<file path="config.mk">
export PLATFORM = sky130hd
export DESIGN_NAME = cpu_controller
export DESIGN_NICKNAME = d
export VERILOG_FILES = /design/src/rtl/cpu_controller.sv
export SDC_FILE = /design/constraint.sdc
export NUM_CORES = 1
export LEC_CHECK = 0
export ABC_AREA = 1
export ABC_CLOCK_PERIOD_IN_PS = 1090
export CAP_MARGIN = 15
export CORE_MARGIN = 2
export CORE_UTILIZATION = 24
export DETAILED_ROUTE_END_ITERATION = 16
export HOLD_SLACK_MARGIN = 0.02
export PLACE_DENSITY = 0.87
export SETUP_SLACK_MARGIN = 0.2
export SYNTH_ARGS = -nofsm -noshare
export SYNTH_HDL_FRONTEND = slang
export SYNTH_SLANG_ARGS = --single-unit
</file>
<file path="constraint.sdc">
create_clock -name clk -period 1.09 [get_ports clk]
set_clock_uncertainty 0.05 [all_clocks]
set_input_delay 0.218 -clock clk [delete_from_list [all_inputs] [get_ports clk]]
set_output_delay 0.218 -clock clk [all_outputs]
set_load 0.02 [all_outputs]
</file>
<file path="src/rtl/cpu_controller.sv">
// Multi-cycle control FSM for the ARM-subset CPU: sequences fetch, decode, execute and write-back.
// Optional performance counters are built when CPU_CTRL_PERF_CNT_EN is defined.
module cpu_controller (
  input  logic        clk,
  input  logic        rst,
  input  logic [31:0] IR,
  input  logic        W_IR_valid,
  input  logic [3:0]  alu_nzcv,
  output logic        write_ir,
  output logic        write_pc,
  output logic [3:0]  NZCV,
  output logic [3:0]  rf_ra,
  output logic [3:0]  rf_rb,
  output logic [3:0]  rf_wa,
  output logic        latch_ab,
  output logic        latch_f,
  output logic        rf_we,
  output logic [3:0]  alu_op,
  output logic        op_b_imm,
  output logic [7:0]  imm8,
  output logic [3:0]  imm_rot,
  output logic        undef,
  output logic [31:0] cycle_cnt,
  output logic [31:0] instr_cnt
);

  typedef enum logic [2:0] {
    S_IDLE,
    S_FETCH,
    S_DECODE,
    S_EXEC,
    S_WB
  } state_t;

  state_t      state_reg, state_next;
  logic        ir_taken_reg;
  logic [3:0]  nzcv_reg, nzcv_next;
  logic        dp_instr;
  logic        cmp_class;
  logic        flag_upd;
  logic        arith_op;
  logic        unused_ir;

  assign dp_instr  = (IR[27:26] == 2'b00);
  assign cmp_class = (IR[24:23] == 2'b10);
  assign flag_upd  = IR[20] | cmp_class;
  assign unused_ir = ^IR[31:28];

  always_comb begin
    arith_op = 1'b0;
    case (IR[24:21])
      4'b0010, 4'b0011, 4'b0100, 4'b0101,
      4'b0110, 4'b0111, 4'b1010, 4'b1011: arith_op = 1'b1;
      default:                            arith_op = 1'b0;
    endcase
  end

  // Decode fields are pure wiring from IR, valid in every state.
  assign alu_op   = IR[24:21];
  assign op_b_imm = IR[25];
  assign imm8     = IR[7:0];
  assign imm_rot  = IR[11:8];
  assign rf_ra    = IR[19:16];
  assign rf_rb    = IR[3:0];
  assign rf_wa    = IR[15:12];
  assign NZCV     = nzcv_reg;

  always_ff @(posedge clk or posedge rst) begin
    if (rst) begin
      state_reg <= S_IDLE;
      nzcv_reg  <= 4'b0000;
    end else begin
      state_reg <= state_next;
      nzcv_reg  <= nzcv_next;
    end
  end

  // Fetch latches IR on the falling edge, so the condition result is taken there too.
  always_ff @(negedge clk or posedge rst) begin
    if (rst) begin
      ir_taken_reg <= 1'b0;
    end else if (state_reg == S_FETCH) begin
      ir_taken_reg <= W_IR_valid;
    end
  end

  always_comb begin
    state_next = state_reg;
    nzcv_next  = nzcv_reg;
    write_ir   = 1'b0;
    write_pc   = 1'b0;
    latch_ab   = 1'b0;
    latch_f    = 1'b0;
    rf_we      = 1'b0;
    undef      = 1'b0;
    case (state_reg)
      S_IDLE: begin
        state_next = S_FETCH;
      end
      S_FETCH: begin
        write_ir   = 1'b1;
        write_pc   = 1'b1;
        state_next = ir_taken_reg ? S_DECODE : S_FETCH;
      end
      S_DECODE: begin
        if (dp_instr) begin
          latch_ab   = 1'b1;
          state_next = S_EXEC;
        end else begin
          undef      = 1'b1;
          state_next = S_FETCH;
        end
      end
      S_EXEC: begin
        latch_f = 1'b1;
        // Logical ops only own N and Z; C and V carry over.
        if (flag_upd) begin
          nzcv_next = arith_op ? alu_nzcv : {alu_nzcv[3:2], nzcv_reg[1:0]};
        end
        state_next = cmp_class ? S_FETCH : S_WB;
      end
      S_WB: begin
        rf_we      = 1'b1;
        state_next = S_FETCH;
      end
      default: begin
        state_next = S_IDLE;
      end
    endcase
  end

`ifdef CPU_CTRL_PERF_CNT_EN
  logic [31:0] cycle_cnt_reg;
  logic [31:0] instr_cnt_reg;
  logic        retire;

  assign retire = (state_reg == S_WB) || ((state_reg == S_EXEC) && cmp_class);

  always_ff @(posedge clk or posedge rst) begin
    if (rst) begin
      cycle_cnt_reg <= 32'h0;
      instr_cnt_reg <= 32'h0;
    end else begin
      cycle_cnt_reg <= cycle_cnt_reg + 32'd1;
      if (retire) begin
        instr_cnt_reg <= instr_cnt_reg + 32'd1;
      end
    end
  end

  assign cycle_cnt = cycle_cnt_reg;
  assign instr_cnt = instr_cnt_reg;
`else
  assign cycle_cnt = 32'h0;
  assign instr_cnt = 32'h0;
`endif

endmodule

</file>
## After elaboration in Yosys (flattened, before gate mapping)

Memory sizes are Yosys's and may differ from the RTL's.
Cells that the tools add are included.

| operators by class | value |
|---|---|
| equality and inequality tests | 5 |
| mux-type cells | 11 |
| bitwise gates (word level) | 1 |
| reductions and logical operators | 5 |

Operators by type and width:

| cell | number |
|---|---|
| one-hot mux 3 bit (4 select lines) | 1 |
| 2-to-1 mux 1 bit | 7 |
| == test 3 x 2 -> 1 bit, second input constant | 2 |
| 2-to-1 mux 2 bit | 2 |
| == test 3 x 1 -> 1 bit, second input constant | 1 |
| == test 3 bit, second input constant | 1 |
| logical NOT 3 bit | 1 |
| 2-to-1 mux 3 bit | 1 |
| AND reduction 3 bit | 1 |
| == test 2 bit, second input constant | 1 |
| logical NOT 2 bit | 1 |
| AND reduction 2 bit | 1 |
| OR reduction 2 bit | 1 |
| OR 1 bit | 1 |

| storage, ports and cells | value |
|---|---|
| flip-flop bits (word level) | 8 |
| memory bits (read-only) | 16 |
| input port bits | 39 |
| output and inout bits | 103 |
| logic and storage cells | 27 |
| memories | 1 |

Memory list:

| name | words | bits a word | rd ports | clocked after Yosys merged registers in | wr ports | RTL line | text |
|---|---|---|---|---|---|---|---|
| (no name shown) | 16 | 1 | 1 | 0 | 0 | 51 | `case (IR[24:21])` |

## Logic depth before layout (Yosys ltp)

Gate-level depths: netlist (run 1).

| logic depth | value |
|---|---|
| depth after elaboration | 3 |
| mapped depth | 6 |
| mapped depth without buffers | 6 |

==> results of run 1 <==
## Yosys cell counts (2+ instances only)
master	number	area (um2)
nand4_1	2	12.5
inv_1	9	33.8
nor2_1	3	11.3
a21oi_1	2	10.0
nand2_1	18	67.6
buf_4	94	706
nand3_1	4	20.0
dfrtp_1	7	175
inv_2	2	7.51
nor3_1	2	10.0
## report_power, final
| part | total [W] | internal (W) | switching [W] | leakage (nW) |
|---|---|---|---|---|
| logic | 0.00182 | 0.000861 | 0.000957 | 0.617 |
| registers | 0.000513 | 0.000426 | 0.0000868 | 0.0994 |
| clock network | 0.000362 | 0.000253 | 0.000109 | 0.0228 |
## logic make-up (layout without fill, tap and decap cells)
group / after synthesis / count (layout)
compound gates: 4 / 4
buf+inv: 105 / 64
flops: 8 / 8
other cells: 1 / 64
simple gates: 32 / 32
## path summary, 6_finish.rpt
| path | endpoint | slack [ns] | depth (start not counted) |
|---|---|---|---|
| max | ir_taken_reg$_DFFE_NP0N_ | -0.41 | 5 |
| min | NZCV[2]$_DFFE_PP0P_ | 0.24 | 3 |
| max reg2reg | ir_taken_reg$_DFFE_NP0N_ | -0.41 | 5 |
| min reg2reg | NZCV[0]$_DFFE_PP0P_ | 0.44 | 2 |
| max in group asynchronous | ir_taken_reg$_DFFE_NP0N_ | 0.35 | 2 |
| min in group clk | rf_ra[3] | 0.39 | 0 |
## layer usage
| layer | global-route usage [%] | vias up |
|---|---|---|
| li1 | - | 340 |
| met1 | 6.22 | 304 |
| met2 | 11.2 | 61 |
| met3 | 4.42 | 17 |
| met4 | 3.50 | 0 |
| met5 | 0 | - |
## area by class of cell
| type | instances | share of cell area (%) |
|---|---|---|
| Clock buffer | 4 | 3.37 |
| Inverter | 11 | 3.46 |
| Multi-Input combinational cell | 100 | 38.8 |
| Sequential cell | 8 | 15.1 |
| Tap cell | 54 | 5.05 |
| Timing Repair Buffer | 49 | 34.2 |
## repair_timing
item / 4_1_cts / 5_1_grt
setup buffers: 6 / 3
endpoints found under the setup margin: 21 / 18
gates resized for setup: 92 / 11
pin swaps: 7 / 1
## worst max-delay path: stages, from the launching register on
cell,delay (ns)
dfrtp_2,0.42
inv_4,0.07
buf_6,0.09
nand3_4,0.07
inv_4,0.09
o21ai_2,0.05
## metrics by stage
| step | setup TNS [ns] | util [%] |
|---|---|---|
| finish | -3.23 | 28.9 |
| global route | -4.10 | 28.9 |
| CTS | -3.17 | 27.4 |
| detailed placement | -8.22 | 24.3 |
| global placement | -7.79 | 24.3 |
| floorplan | -0.925 | - |
==> results.json, run 1 <==
{
  "layout-drive-gt1-share_pct": 36.0,
  "routed-wl-met2_um": 932,
  "gp_congestion": 0.705,
  "timing.final.ws_setup_ns": -0.413,
  "slew_viol_final": 0,
  "yosysWarnings": 0,
  "powerDensity_mw_per_mm2": 2010,
  "ys_ff_latch": 8,
  "synth_mux_area_share_pct": 0,
  "violations": "setup timing",
  "io_buffers": 25,
  "layoutNonFillerInstCount": 226,
  "clockBufferDepth": 2,
  "synth_area_per_cell_um2": 7.56,
  "start_util_pct": 24.5,
  "seqCellArea_um2": 201,
  "m1WireLength_um": 600,
  "multi_input_area_um2": 519,
  "mostFrequentLayoutCells": "64 x conb_1, 20 x buf_4, 17 x buf_6",
  "hpwlAfterDp_um": 1560,
  "post_drt_wl_per_cell_um": 8.50,
  "path_clk_slew_ns": 0.04,
  "dieArea_mm2": 0.00529,
  "overflow": 0,
  "total_power_w": 0.00269,
  "synth-main-ff-cell": "dfrtp_1",
  "synth_compound_area_share_pct": 2.21,
  "synthCells": 150,
  "io_pins": 142,
  "cp-startpoint": "state_reg[2]$_DFF_PP0_",
  "nNetsFinal": 212,
  "synth-simple-area-share_pct": 13.9,
  "ir_drop_mv": 1.02,
  "crit_required_ns": 0.59,
  "postPlaceCellArea_mm2": 0.00112,
  "antenna_found_initial": 0,
  "postCtsHoldBufs": 0,
  "cts-root-buf": "clkbuf_8",
  "cp_max_fo": 5,
  "grt_pass1_wl_um": 2630,
  "met3WireLength_um": 310,
  "route.vias.total": 722,
  "max-cap-violations": 0,
  "setup-violations-final": 13,
  "synth_cell_types": 17,
  "hold_path.class": "in -> async",
  "placedCellCount": 213,
  "antenna_cells": 0,
  "cts_htree_levels": 1,
  "cp-start-kind": "flip-flop",
  "die_w_um": 72.7,
  "ant_nets": 0,
  "grt_max_degree": 8,
  "first_pass_iters": 4,
  "drt-initial-drc-count": 5,
  "routed.top_layer": "met4",
  "drt_wl_total_um": 1920,
  "status": "finished with violations",
  "cts_tree": "built",
  "finalInstanceArea_mm2": 0.00134,
  "clkSinkCount": 8,
  "timing.hold.ws_ns": 0.244,
  "synth_area_mm2": 0.00113,
  "synth_fa_ha_area_share_pct": 0,
  "hold_viol": 0,
  "end_kind": "flip-flop",
  "core-area_mm2": 0.00463,
  "layout_commonest_cell": "conb_1",
  "dp_worst_setup_slack_ns": -0.741,
  "synth-xor-area-share_pct": 0,
  "largest_reg_flops": 4,
  "p_leak_nw": 0.739,
  "cp.arrival_ns": 1.00,
  "insertion_delay_ns": 0.24,
  "crit-reg2reg-launch": "state_reg[2]$_DFF_PP0_",
  "rows": 25,
  "async_flop_share_pct": 100,
  "grt_usage_pct": 6.71,
  "fillCellCount": 518,
  "cts_buffers": 3,
  "rsz0062_at_grt": "yes",
  "die_h_um": 72.7,
  "worst-setup-path-type": "reg -> reg",
  "grt_pass1_vias": 562,
  "syn2layout_area_growth_pct": 18.0,
  "vias_per_cell": 3.19,
  "synth_top_family_by_area": "buffers and inverters",
  "drc": 0,
  "yosysSeqAreaShare_pct": 17.7,
  "synth-edff-count": 0
}
No activity file was read; power rests on OpenSTA's default activity.
==> run 2, diff against run 1 <==
SETUP_SLACK_MARGIN = 0.05   (was 0.2)
==> results.json, run 2 (synthesis results as in run 1) <==
{
  "r2r_slack_ns": -0.40,
  "first_pass_iters": 4,
  "cp-start-kind": "flip-flop",
  "rr_endpoint": "ir_taken_reg$_DFFE_NP0N_",
  "route.vias.total": 732,
  "drt_wl_total_um": 1840,
  "insertion_delay_ns": 0.25,
  "die_w_um": 72.7,
  "cts-root-buf": "clkbuf_8",
  "grt_pass1_wl_um": 2700,
  "antenna_found_initial": 0,
  "syn2layout_area_growth_pct": 16.4,
  "placedCellCount": 211,
  "setup-violations-final": 13,
  "layout_commonest_cell": "conb_1",
  "crit_chain": "inv_2 > buf_6 > nand3_4 > inv_4 > o21ai_2",
  "io_pins": 142,
  "drt-initial-drc-count": 10,
  "clkSinkCount": 8,
  "ir_drop_mv": 0.842,
  "mostFrequentLayoutCells": "64 x conb_1, 20 x buf_4, 17 x buf_6",
  "status": "finished with violations",
  "die_h_um": 72.7,
  "overflow": 0,
  "crit_required_ns": 0.60,
  "cts_buffers": 3,
  "cp.arrival_ns": 1.00,
  "postPlaceCellArea_mm2": 0.00111,
  "grt_pass1_vias": 609,
  "cp_top_family": "flip-flops",
  "ant_nets": 0,
  "vias_per_cell": 3.24,
  "layout-drive-gt1-share_pct": 35.5,
  "max-cap-violations": 0,
  "hpwlAfterDp_um": 1540,
  "antenna_cells": 0,
  "io_buffers": 25,
  "gp_congestion": 0.700,
  "postCtsHoldBufs": 0,
  "powerDensity_mw_per_mm2": 2070,
  "p_leak_nw": 0.731,
  "worst-setup-path-type": "reg -> reg",
  "violations": "setup timing",
  "crit-reg2reg-launch": "state_reg[2]$_DFF_PP0_",
  "start_util_pct": 24.5,
  "hold_viol": 0,
  "nNetsFinal": 212,
  "clockBufferDepth": 2,
  "layoutNonFillerInstCount": 226,
  "grt_max_degree": 8,
  "largest_reg_flops": 4,
  "drc": 0,
  "cp_max_fo": 5,
  "cts_htree_levels": 1,
  "end_kind": "flip-flop",
  "core-area_mm2": 0.00463,
  "rows": 25,
  "crit_buf_inv": 3,
  "hold_path.class": "in -> async",
  "finalInstanceArea_mm2": 0.00132,
  "slew_viol_final": 0,
  "grt_usage_pct": 7.28,
  "cts_tree": "built",
  "dieArea_mm2": 0.00529,
  "path_clk_slew_ns": 0.04,
  "rsz0062_at_grt": "yes",
  "slowest_stage": "dfrtp_2",
  "post_drt_wl_per_cell_um": 8.12,
  "timing.final.ws_setup_ns": -0.402,
  "reg2reg_depth": 5,
  "slowest_delay_ns": 0.40
}
## run 2: where the power goes
part | switching, W | internal (W) | leakage [nW]
Combinational | 0.000940 | 0.000900 | 0.609
Clock | 0.000126 | 0.000254 | 0.0228
Sequential | 0.0000816 | 0.000426 | 0.0994
Total | 0.00115 | 0.00158 | 0.731
## run 2: per-stage QoR
step                hold slack [ns]  total power (W)  setup WS (ns)  utilization (%)  setup TNS [ns]
CTS                           0.247          0.00251         -0.403             26.8           -3.17
detailed placement            0.386          0.00185         -0.749             23.9           -8.12
global route                  0.282          0.00293         -0.440             28.5           -3.96
finish                        0.235          0.00273         -0.402             28.5           -3.16
floorplan                   -0.0164          0.00160         -0.415                -          -0.926
global placement              0.386          0.00179         -0.727             23.9           -7.63
## run 2: how the worst max path moves through the flow
| stage | from | to | slack [ns] | cells past startpoint |
|---|---|---|---|---|
| final | state_reg[2]$_DFF_PP0_ | ir_taken_reg$_DFFE_NP0N_ | -0.40 | 5 |
| after global routing | state_reg[2]$_DFF_PP0_ | ir_taken_reg$_DFFE_NP0N_ | -0.44 | 5 |
| after CTS | state_reg[0]$_DFF_PP0_ | ir_taken_reg$_DFFE_NP0N_ | -0.40 | 5 |
| after detailed placement | IR[26] | latch_ab | -0.75 | 5 |
| after global placement | IR[26] | latch_ab | -0.73 | 5 |
| after floorplan | state_reg[2]$_DFF_PP0_ | ir_taken_reg$_DFFE_NP0N_ | -0.41 | 4 |
## run 2: final cells by class
class | instances | area (um2)
fillers | 501 | 3310
multi-input cells | 100 | 504
repair buffers | 49 | 458
flip-flops and latches | 8 | 201
well taps | 54 | 67.6
clock buffers | 4 | 45.0
inverters | 11 | 43.8
## run 2: tightest hold or removal path, cell delays in order
cell	delay (ns)
clkdlybuf4s50_1	0.39
inv_1	0.07
buf_4	0.17
## run 2: layer usage
| metal | up-vias | wire length, um | GRT usage (%) |
|---|---|---|---|
| li1 | 340 | - | - |
| met1 | 319 | 536 | 6.12 |
| met2 | 60 | 940 | 12.0 |
| met3 | 13 | 281 | 4.56 |
| met4 | 0 | 76 | 5.97 |
| met5 | - | 0 | 0 |
## run 2: repair_timing
action	in CTS	in global routing
cloned	0	0
setup buffers	7	4
pin swaps	6	2
gates resized for setup	88	12
endpoints found under the setup margin	21	18
==> run 3, diff against run 2 <==
CORE_ASPECT_RATIO = 1.4   (was unset)
GPL_TIMING_DRIVEN = 0   (was unset)
==> results.json, run 3 (synthesis results as in run 1) <==
{
  "status": "finished with violations",
  "violations": "setup timing",
  "finalInstanceArea_mm2": 0.00216,
  "overflow": 0,
  "path_common_cell": "inv_4",
  "post_drt_wl_per_cell_um": 8.56,
  "vias_per_cell": 3.25,
  "slowest_delay_ns": 0.43,
  "insertion_delay_ns": 0.25,
  "timing.hold.ws_ns": 0.202,
  "max-cap-violations": 0,
  "worst-setup-path-type": "reg -> reg",
  "cp_max_fo": 4,
  "layout_commonest_cell": "buf_4",
  "clkSinkCount": 8,
  "ant_nets": 0,
  "hold_viol": 0,
  "route.vias.total": 1119,
  "hold_path.class": "in -> async",
  "cts-root-buf": "clkbuf_8",
  "rsz0062_at_grt": "yes",
  "cts_buffers": 3,
  "io_buffers": 51,
  "path_clk_slew_ns": 0.05,
  "crit_buf_inv": 2,
  "first_pass_iters": 2,
  "powerDensity_mw_per_mm2": 1380,
  "layout-drive-gt1-share_pct": 50.4,
  "setup-violations-final": 13,
  "largest_reg_flops": 4,
  "hpwlAfterDp_um": 2460,
  "cts_tree": "built",
  "cp.arrival_ns": 0.97,
  "drt-initial-drc-count": 12,
  "reg2reg_depth": 4,
  "drc": 0,
  "dieArea_mm2": 0.00530,
  "crit-reg2reg-launch": "state_reg[2]$_DFF_PP0_",
  "grt_usage_pct": 9.87,
  "p_leak_nw": 1.30,
  "mostFrequentLayoutCells": "104 x buf_4, 64 x conb_1, 28 x dlygate4sd2_1",
  "crit_chain": "inv_4 > nand3_4 > inv_4 > o21ai_2",
  "antenna_cells": 0,
  "ir_drop_mv": 0.978,
  "io_pins": 142,
  "drt_wl_total_um": 2950,
  "gp_congestion": 0.699,
  "dp_worst_setup_slack_ns": -0.744,
  "slowest_stage": "dfrtp_2",
  "timing.final.ws_setup_ns": -0.375,
  "r2r_slack_ns": -0.38,
  "grt_pass1_vias": 944,
  "cp-start-kind": "flip-flop",
  "crit_required_ns": 0.59,
  "cp_top_family": "flip-flops",
  "slew_viol_final": 0,
  "start_util_pct": 25.0,
  "core-area_mm2": 0.00454,
  "rows": 29,
  "postPlaceCellArea_mm2": 0.00199,
  "nNetsFinal": 322,
  "end_kind": "flip-flop",
  "die_w_um": 62.1,
  "utilization_pct": 47.6,
  "cts_htree_levels": 1,
  "die_h_um": 85.3,
  "syn2layout_area_growth_pct": 90.5,
  "grt_max_degree": 9,
  "rr_endpoint": "ir_taken_reg$_DFFE_NP0N_",
  "antenna_found_initial": 0,
  "grt_pass1_wl_um": 3970,
  "clockBufferDepth": 2,
  "fillCellCount": 462
}
[run 3: changes by cell type in the layout (fill, tap and decap cells not counted), moves of 5 or more]
cell,before,now
dlygate4sd2_1,3,28
nand2_2,6,1
nand2_1,12,17
buf_4,20,104
[run 3: per-stage QoR]
stage | cells | setup TNS, ns | power [W]
3_3_place_gp | 326 | -9.65 | 0.00208
2_1_floorplan | 213 | -0.926 | 0.00160
3_5_place_dp | 326 | -10.09 | 0.00210
5_1_grt | 344 | -4.20 | 0.00318
6_report | 344 | -3.35 | 0.00299
4_1_cts | 340 | -3.08 | 0.00276
[run 3: layer usage]
layer | global-route usage [%] | vias up | part of all wire, %
met5 | 0 | - | 0
met4 | 2.90 | 0 | 0.27
met3 | 3.96 | 2 | 18
met2 | 19.7 | 100 | 55
met1 | 8.03 | 455 | 27
li1 | - | 562 | -
[run 3: how the worst max path moves through the flow]
| stage | slack, ns | endpoint | startpoint | cells after the start |
|---|---|---|---|---|
| after floorplan | -0.41 | ir_taken_reg$_DFFE_NP0N_ | state_reg[2]$_DFF_PP0_ | 4 |
| after global placement | -0.73 | latch_ab | IR[26] | 5 |
| after detailed placement | -0.74 | latch_ab | IR[27] | 5 |
| after CTS | -0.37 | undef | state_reg[0]$_DFF_PP0_ | 4 |
| after global routing | -0.41 | ir_taken_reg$_DFFE_NP0N_ | state_reg[1]$_DFF_PP0_ | 5 |
| final | -0.38 | ir_taken_reg$_DFFE_NP0N_ | state_reg[2]$_DFF_PP0_ | 4 |
[run 3: timing repair]
action / CTS / global route
hold endpoints to repair: 0 / 0
setup buffers: 10 / 4
hold buffers: 0 / 0
pin swaps: 4 / 4
setup endpoints to repair: 46 / 18
gates resized for setup: 106 / 15
[run 3: final cells by class]
class                   instances  area [um2]  share of cell area [%]
clock buffers                   4        45.0                    2.09
repair buffers                 65         602                    27.9
flip-flops and latches          8         203                    9.39
well taps                      62        77.6                    3.59
plain buffers                  94         709                    32.9
multi-input cells             100         473                    21.9
inverters                      11        50.0                    2.32
[run 3: where the power goes]
part,leakage [nW],total (W),internal (W),switching (W)
logic,1.18,0.00206,0.00106,0.00100
registers,0.0985,0.000539,0.000429,0.000110
clock network,0.0228,0.000387,0.000255,0.000132
